==> src/rtl/rv32i_mem_axil_bridge.sv <==
// MEM-stage IO request to AXI-Lite master bridge with one outstanding transaction.
// Each accepted load or store produces exactly one rsp_valid pulse.
module rv32i_mem_axil_bridge #(
    parameter int          ADDR_WIDTH = 32,
    parameter int          DATA_WIDTH = 32,
    parameter logic [2:0]  PROT       = 3'b000
) (
    input  logic                      clk,
    input  logic                      rst,
    input  logic                      req_valid,
    output logic                      req_ready,
    input  logic                      req_we,
    input  logic [ADDR_WIDTH-1:0]     req_addr,
    input  logic [DATA_WIDTH-1:0]     req_wdata,
    input  logic [DATA_WIDTH/8-1:0]   req_wstrb,
    output logic                      rsp_valid,
    output logic [DATA_WIDTH-1:0]     rsp_rdata,
    output logic                      rsp_err,
    output logic [ADDR_WIDTH-1:0]     s_axil_io_awaddr,
    output logic [2:0]                s_axil_io_awprot,
    output logic                      s_axil_io_awvalid,
    input  logic                      s_axil_io_awready,
    output logic [DATA_WIDTH-1:0]     s_axil_io_wdata,
    output logic [DATA_WIDTH/8-1:0]   s_axil_io_wstrb,
    output logic                      s_axil_io_wvalid,
    input  logic                      s_axil_io_wready,
    input  logic [1:0]                s_axil_io_bresp,
    input  logic                      s_axil_io_bvalid,
    output logic                      s_axil_io_bready,
    output logic [ADDR_WIDTH-1:0]     s_axil_io_araddr,
    output logic [2:0]                s_axil_io_arprot,
    output logic                      s_axil_io_arvalid,
    input  logic                      s_axil_io_arready,
    input  logic [DATA_WIDTH-1:0]     s_axil_io_rdata,
    input  logic [1:0]                s_axil_io_rresp,
    input  logic                      s_axil_io_rvalid,
    output logic                      s_axil_io_rready
);

    localparam int STRB_WIDTH = DATA_WIDTH / 8;

    typedef enum logic [2:0] {IDLE, WADDR_DATA, WRESP, RADDR, RDATA} state_t;

    state_t                  state_reg, state_next;
    logic                    awvalid_reg, wvalid_reg, arvalid_reg;
    logic [ADDR_WIDTH-1:0]   addr_reg;
    logic [DATA_WIDTH-1:0]   wdata_reg;
    logic [STRB_WIDTH-1:0]   wstrb_reg;
    logic                    rsp_valid_reg, rsp_err_reg;
    logic [DATA_WIDTH-1:0]   rsp_rdata_reg;
    logic                    accept, aw_done, w_done, b_hs, r_hs;
    logic                    unused_resp_bits;

    assign accept  = req_valid && req_ready;
    // A channel counts as done once its valid has dropped or it handshakes now.
    assign aw_done = !awvalid_reg || s_axil_io_awready;
    assign w_done  = !wvalid_reg  || s_axil_io_wready;
    assign b_hs    = (state_reg == WRESP) && s_axil_io_bvalid;
    assign r_hs    = (state_reg == RDATA) && s_axil_io_rvalid;
    assign unused_resp_bits = ^{s_axil_io_bresp[0], s_axil_io_rresp[0]};

    always_ff @(posedge clk or posedge rst) begin
        if (rst) begin
            state_reg <= IDLE;
        end else begin
            state_reg <= state_next;
        end
    end

    always_comb begin
        state_next = state_reg;
        case (state_reg)
            IDLE:       if (req_valid) state_next = req_we ? WADDR_DATA : RADDR;
            WADDR_DATA: if (aw_done && w_done) state_next = WRESP;
            WRESP:      if (s_axil_io_bvalid) state_next = IDLE;
            RADDR:      if (s_axil_io_arready) state_next = RDATA;
            RDATA:      if (s_axil_io_rvalid) state_next = IDLE;
            default:    state_next = IDLE;
        endcase
    end

    always_comb begin
        req_ready        = (state_reg == IDLE);
        s_axil_io_bready = (state_reg == WRESP);
        s_axil_io_rready = (state_reg == RDATA);
    end

    always_ff @(posedge clk or posedge rst) begin
        if (rst) begin
            awvalid_reg   <= 1'b0;
            wvalid_reg    <= 1'b0;
            arvalid_reg   <= 1'b0;
            addr_reg      <= '0;
            wdata_reg     <= '0;
            wstrb_reg     <= '0;
            rsp_valid_reg <= 1'b0;
            rsp_err_reg   <= 1'b0;
            rsp_rdata_reg <= '0;
        end else begin
            if (accept) begin
                addr_reg  <= req_addr;
                wdata_reg <= req_wdata;
                wstrb_reg <= req_wstrb;
            end
            if (accept && req_we) begin
                awvalid_reg <= 1'b1;
                wvalid_reg  <= 1'b1;
            end else begin
                if (s_axil_io_awready) awvalid_reg <= 1'b0;
                if (s_axil_io_wready)  wvalid_reg  <= 1'b0;
            end
            if (accept && !req_we) begin
                arvalid_reg <= 1'b1;
            end else if (s_axil_io_arready) begin
                arvalid_reg <= 1'b0;
            end
            rsp_valid_reg <= b_hs || r_hs;
            if (b_hs) rsp_err_reg <= s_axil_io_bresp[1];
            if (r_hs) begin
                rsp_err_reg   <= s_axil_io_rresp[1];
                rsp_rdata_reg <= s_axil_io_rdata;
            end
        end
    end

    assign rsp_valid         = rsp_valid_reg;
    assign rsp_err           = rsp_err_reg;
    assign rsp_rdata         = rsp_rdata_reg;
    assign s_axil_io_awaddr  = addr_reg;
    assign s_axil_io_araddr  = addr_reg;
    assign s_axil_io_awprot  = PROT;
    assign s_axil_io_arprot  = PROT;
    assign s_axil_io_awvalid = awvalid_reg;
    assign s_axil_io_wvalid  = wvalid_reg;
    assign s_axil_io_arvalid = arvalid_reg;
    assign s_axil_io_wdata   = wdata_reg;
    assign s_axil_io_wstrb   = wstrb_reg;

endmodule

==> config.mk <==
export PLATFORM = sky130hd
export DESIGN_NAME = rv32i_mem_axil_bridge
export DESIGN_NICKNAME = d
export VERILOG_FILES = /design/src/rtl/rv32i_mem_axil_bridge.sv
export SDC_FILE = /design/constraint.sdc
export NUM_CORES = 1
export LEC_CHECK = 0
export ABC_AREA = 1
export BUFFER_PORTS_ARGS = -buffer_cell sky130_fd_sc_hd__buf_2
export CORE_MARGIN = 10
export CORE_UTILIZATION = 46
export CTS_BUF_LIST = sky130_fd_sc_hd__clkbuf_2
export CTS_CLUSTER_SIZE = 20
export DETAILED_ROUTE_END_ITERATION = 8
export PLACE_DENSITY = 0.83
export SETUP_SLACK_MARGIN = 0.02
export SLEW_MARGIN = 20
export SYNTH_ARGS = -nofsm -noshare
export SYNTH_HDL_FRONTEND = slang
export SYNTH_SLANG_ARGS = --single-unit
export TNS_END_PERCENT = 20
==> constraint.sdc <==
create_clock -name clk -period 4.17 [get_ports clk]
set_input_delay 0.834 -clock clk [delete_from_list [all_inputs] [get_ports clk]]
set_output_delay 0.834 -clock clk [all_outputs]
set_load 0.03 [all_outputs]
### After elaboration in Yosys (flattened, before gate mapping)

Index checks and enable logic that the tools add are counted.

* output and inout port bits: 146
* register bits after elaboration: 108
* word-level logic and storage cells: 52
* input bits: 113

* equality and inequality tests: 9
* reductions and logical operators: 18
* multiplexer cells: 15

Operator list (number)
* 3-bit 2-to-1 mux: 5
* 3-bit case mux with 5 select lines: 1
* 2-bit != test (second input constant): 5
* 1-bit 2-to-1 mux: 8
* 2-bit nonzero test: 4
* 3-bit by 2-bit == test with 1-bit output (second input constant): 2
* 1-bit logical AND: 6
* 5-bit AND reduction: 1
* 3-bit by 1-bit == test with 1-bit output (second input constant): 1
* 3-bit == test (second input constant): 1
* 1-bit logical NOT: 3
* 3-bit logical NOT: 1
* 1-bit logical OR: 3
* 2-bit 2-to-1 mux: 1

### Longest topological paths before layout

* depth in word-level cells: 5
* gate-level depth with buffers: 10

### Worst setup path before layout

Ideal clock, no wire load.

* path type: register -> output
* start point: register state_reg[1]
* end point: output s_axil_io_rready
* arrival time: 1197 ps
* slack: 2139 ps
* buffers on the path: 1
* cell stages (with the launch flop): 3
* cells stage by stage: dfrtp_1 > buf_4 > nor3_1

* longest elaborated chain between the ends: 1

Ends and longest elaborated chain
* start, declared: RTL line 44 `state_t state_reg, state_next;`
* start signal, assigned: RTL line 66 `state_reg <= state_next;`
* 3-bit == test: RTL line 85 `s_axil_io_rready = (state_reg == RDATA);`
* end, declared: RTL line 37 `output logic s_axil_io_rready`

No other way between the ends.

### Worst setup path after layout

* start point: register state_reg[0]
* end point: output req_ready

* longest elaborated chain between the ends: 1

Ends and longest elaborated chain
* 3-bit logical NOT: RTL line 83 `req_ready = (state_reg == IDLE);`
* end, declared: RTL line 11 `output logic req_ready,`

No other way between the ends.

==> metrics.csv <==
stage,metric,value,unit
status,status,completed,
global_route,pin count of the biggest net entering global routing,72,
clocking,post-CTS setup buffer count,0,
critical_path,CP endpoint,req_ready,
finish,proportion of layout cells with a drive suffix above 1,45.37,%
routing,via count,3671,
timing,Fmax,407.0,MHz
timing,crit share post-route,58.92,%
die,Die X,119.9,µm
routing,via/cell ratio,4.566,
yosys,Netlist cell types,21,
clocking,Num Clock Sinks,108,
clocking,CTS tree,built,
critical_path,kind of end point of the critical path,output port,
finish,fill count,851,
job,Max-Cap Viols,0,
die,core region area,9774,µm²
critical_path,WP data required,3.34,ns
critical_path,crit start category,flop,
placement,Port Buffer Count,250,
routing,drc violations,0,
routing,Detailed Routing Iterations Pass 1,5,
clocking,Num CTS Buffers,9,
clocking,Root Driver,clkbuf_2,
worst_hold_path,Hold Path Class,in2async,
global_route,total track usage,17.19,%
routing,Iteration-0 DRC Markers,195,
global_route,vias in the first global route,3904,
finish,design area,5767,µm²
critical_path,worst-path cell chain,"nor2_2, nand2_1, inv_2, buf_2",
critical_path,critical path depth,4,
timing,Fin Setup TNS,0,ns
finish,nets,779,
yosys,synth warn,0,
critical_path,CP max-delay cell,dfrtp_1,
clocking,post-CTS sizing,0,
routing,Final ANT Viol Nets,0,
yosys,"Cell Area, Synth",4594,µm²
critical_path,worst setup path category,reg2out,
critical_path,R2R Path Start,state_reg[0],
global_route,total grt overflow,0,
power_and_ir_drop,Peak VDD IR,419.6,µV
critical_path,worst path buffer plus inverter count,2,
clocking,H-tree levels,3,
timing,Slew @ Worst Pin,0.7830,ns
routing,Routed WL per cell,16.05,µm
yosys,Synth area leaders,"dfrtp_1 59%, nand2_1 18%, mux2_4 9.2%, buf_4 6.4%, buf_2 1.3%",
die,Vert. Die Dim,119.9,µm
die,die area,14390,µm²
clocking,cts-stage hold buffer count,0,
power_and_ir_drop,PD cells,914.3,nW/µm²
yosys,"Avg Cell Area, Syn",10.12,µm²
placement,placement-stage cell area,5639,µm²
critical_path,worst reg2reg path endpoint,s_axil_io_wvalid,
critical_path,worst setup path start,state_reg[0],
critical_path,"Largest stage delay, worst path",0.53,ns
yosys,cell taking the most area after synthesis,dfrtp_1,
placement,RePlAce Congestion,0.8550,
critical_path,dominant delay contributor by cell family on the critical path,flip-flops,
timing,Final Skew,0.03834,ns
clocking,"Reg clk slew, reported paths",0.28,ns
yosys,share of the synthesized area in the top cell type,58.82,%
critical_path,crit path DAT,1.62,ns
critical_path,CP Max Fanout,6,
clocking,CTS max path bufs,2,
timing,# setup viols final,0,
timing,Slew Limit Headroom,47.80,%
global_route,first-pass GRT wire length,20310,µm
die,io pins,259,
finish,area delta synth->final,25.52,%
die,Rows,36,
critical_path,Worst R2R Path Depth,7,
routing,Routed WL,12910,µm
clocking,worst skew pair latency,0.55,ns
placement,post-DP HPWL,9912,µm
timing,RSZ-0062 raised after global routing,false,
die,Starting Density,47.00,%
timing,Final Slew Violations,0,
power_and_ir_drop,Leak,0.003568,µW
yosys,Synth Register Bits,108,
yosys,post-synthesis sequential area ratio,58.82,%
yosys,Cells after Synth,454,
timing,Final Critical Period,2.457,ns
finish,Final Util,59.00,%
global_route,initial antenna violation count,2,
critical_path,R2R setup slack,1.87,ns
timing,"Hold Violations, Final",0,
how the worst min path moves through the flow:
stage	from	end	slack (ns)	cells past startpoint
2_1_floorplan	state_reg[2]	state_reg[2]	0.63	3
3_3_place_gp	s_axil_io_wdata[25]	s_axil_io_wdata[25]	0.46	2
3_5_place_dp	s_axil_io_wdata[21]	s_axil_io_wdata[21]	0.46	2
4_1_cts	rst	state_reg[1]	0.36	2
5_1_grt	rst	state_reg[1]	0.35	2
6_report	rst	s_axil_io_awvalid	0.38	2
cells in the final DEF, fill, tap and decap left out, types with 2 or more instances in the layout:
cell / netlist / final
buf_2: 12 / 250
nand2_1: 225 / 225
dfrtp_1: 108 / 108
mux2_4: 28 / 28
inv_1: 12 / 11
clkbuf_2: 0 / 9
conb_1: 1 / 6
nor2_1: 4 / 4
mux2_2: 4 / 4
o21ai_0: 3 / 3
nor2_2: 2 / 2
inv_4: 1 / 2
nand3_1: 2 / 2
o22ai_1: 2 / 2
bufinv_16: 0 / 2
clkinv_1: 0 / 2
buf_4: 39 / 2
report_power, final:
| group | switching (µW) | internal [µW] |
|---|---|---|
| registers | 308 | 1520 |
| logic | 2080 | 853 |
| clock network | 324 | 190 |
synthesized netlist by cell type:
| cell | number |
|---|---|
| nand3_4 | 1 |
| nand2_4 | 1 |
| o22ai_1 | 2 |
| o21ai_0 | 3 |
| dfrtp_1 | 108 |
| buf_6 | 5 |
| o21bai_1 | 1 |
| mux2_2 | 4 |
| mux2_4 | 28 |
| nor3_1 | 1 |
| nand3_1 | 2 |
| nand2_1 | 225 |
| buf_4 | 39 |
| nor2_2 | 2 |
| buf_2 | 12 |
| nand3b_1 | 1 |
| conb_1 | 1 |
| inv_2 | 1 |
| inv_1 | 12 |
| inv_4 | 1 |
| nor2_1 | 4 |
metrics by stage:
step | hold slack, ns | instances | worst slack, ns | power (µW)
3_5_place_dp | 0.4599 | 788 | 1.748 | 4821
6_report | 0.3804 | 804 | 1.713 | 5273
5_1_grt | 0.3462 | 804 | 1.539 | 5608
2_1_floorplan | 0.6296 | 459 | 0.4904 | 4104
4_1_cts | 0.3577 | 803 | 1.657 | 5333
3_3_place_gp | 0.4584 | 788 | 1.780 | 4733
per-layer routing:
| metal | share of wire (%) | wire length [µm] | track usage [%] | vias up |
|---|---|---|---|---|
| met3 | 9.5 | 1222 | 7.314 | 15 |
| met4 | 1.1 | 136 | 4.751 | 2 |
| li1 | - | - | - | 1776 |
| met1 | 40 | 5183 | 19.91 | 1716 |
| met5 | 0.12 | 16 | 0 | - |
| met2 | 49 | 6349 | 28.61 | 162 |
cell type report:
type	instances	area [µm²]	area share, %
timing repair buffer	252	1266	21.96
inverter	14	57.56	0.9980
tap	133	166.4	2.886
clock buffer	9	45.04	0.7811
sequential	108	2703	46.86
antenna	1	2.502	0.04339
multi-input combinational	281	1446	25.08
clock inverter	6	80.08	1.389
kinds of logic after synthesis:
logic type | Yosys count | synth area share, %
flip-flops | 108 | 58.82
AO/OA/AOI/OAI | 6 | 0.7624
buffers and inverters | 70 | 10.10
AND/OR/NAND/NOR | 237 | 20.10
multiplexers | 32 | 10.13
other | 1 | 0.08162
Power figures use the tool's default switching activity.
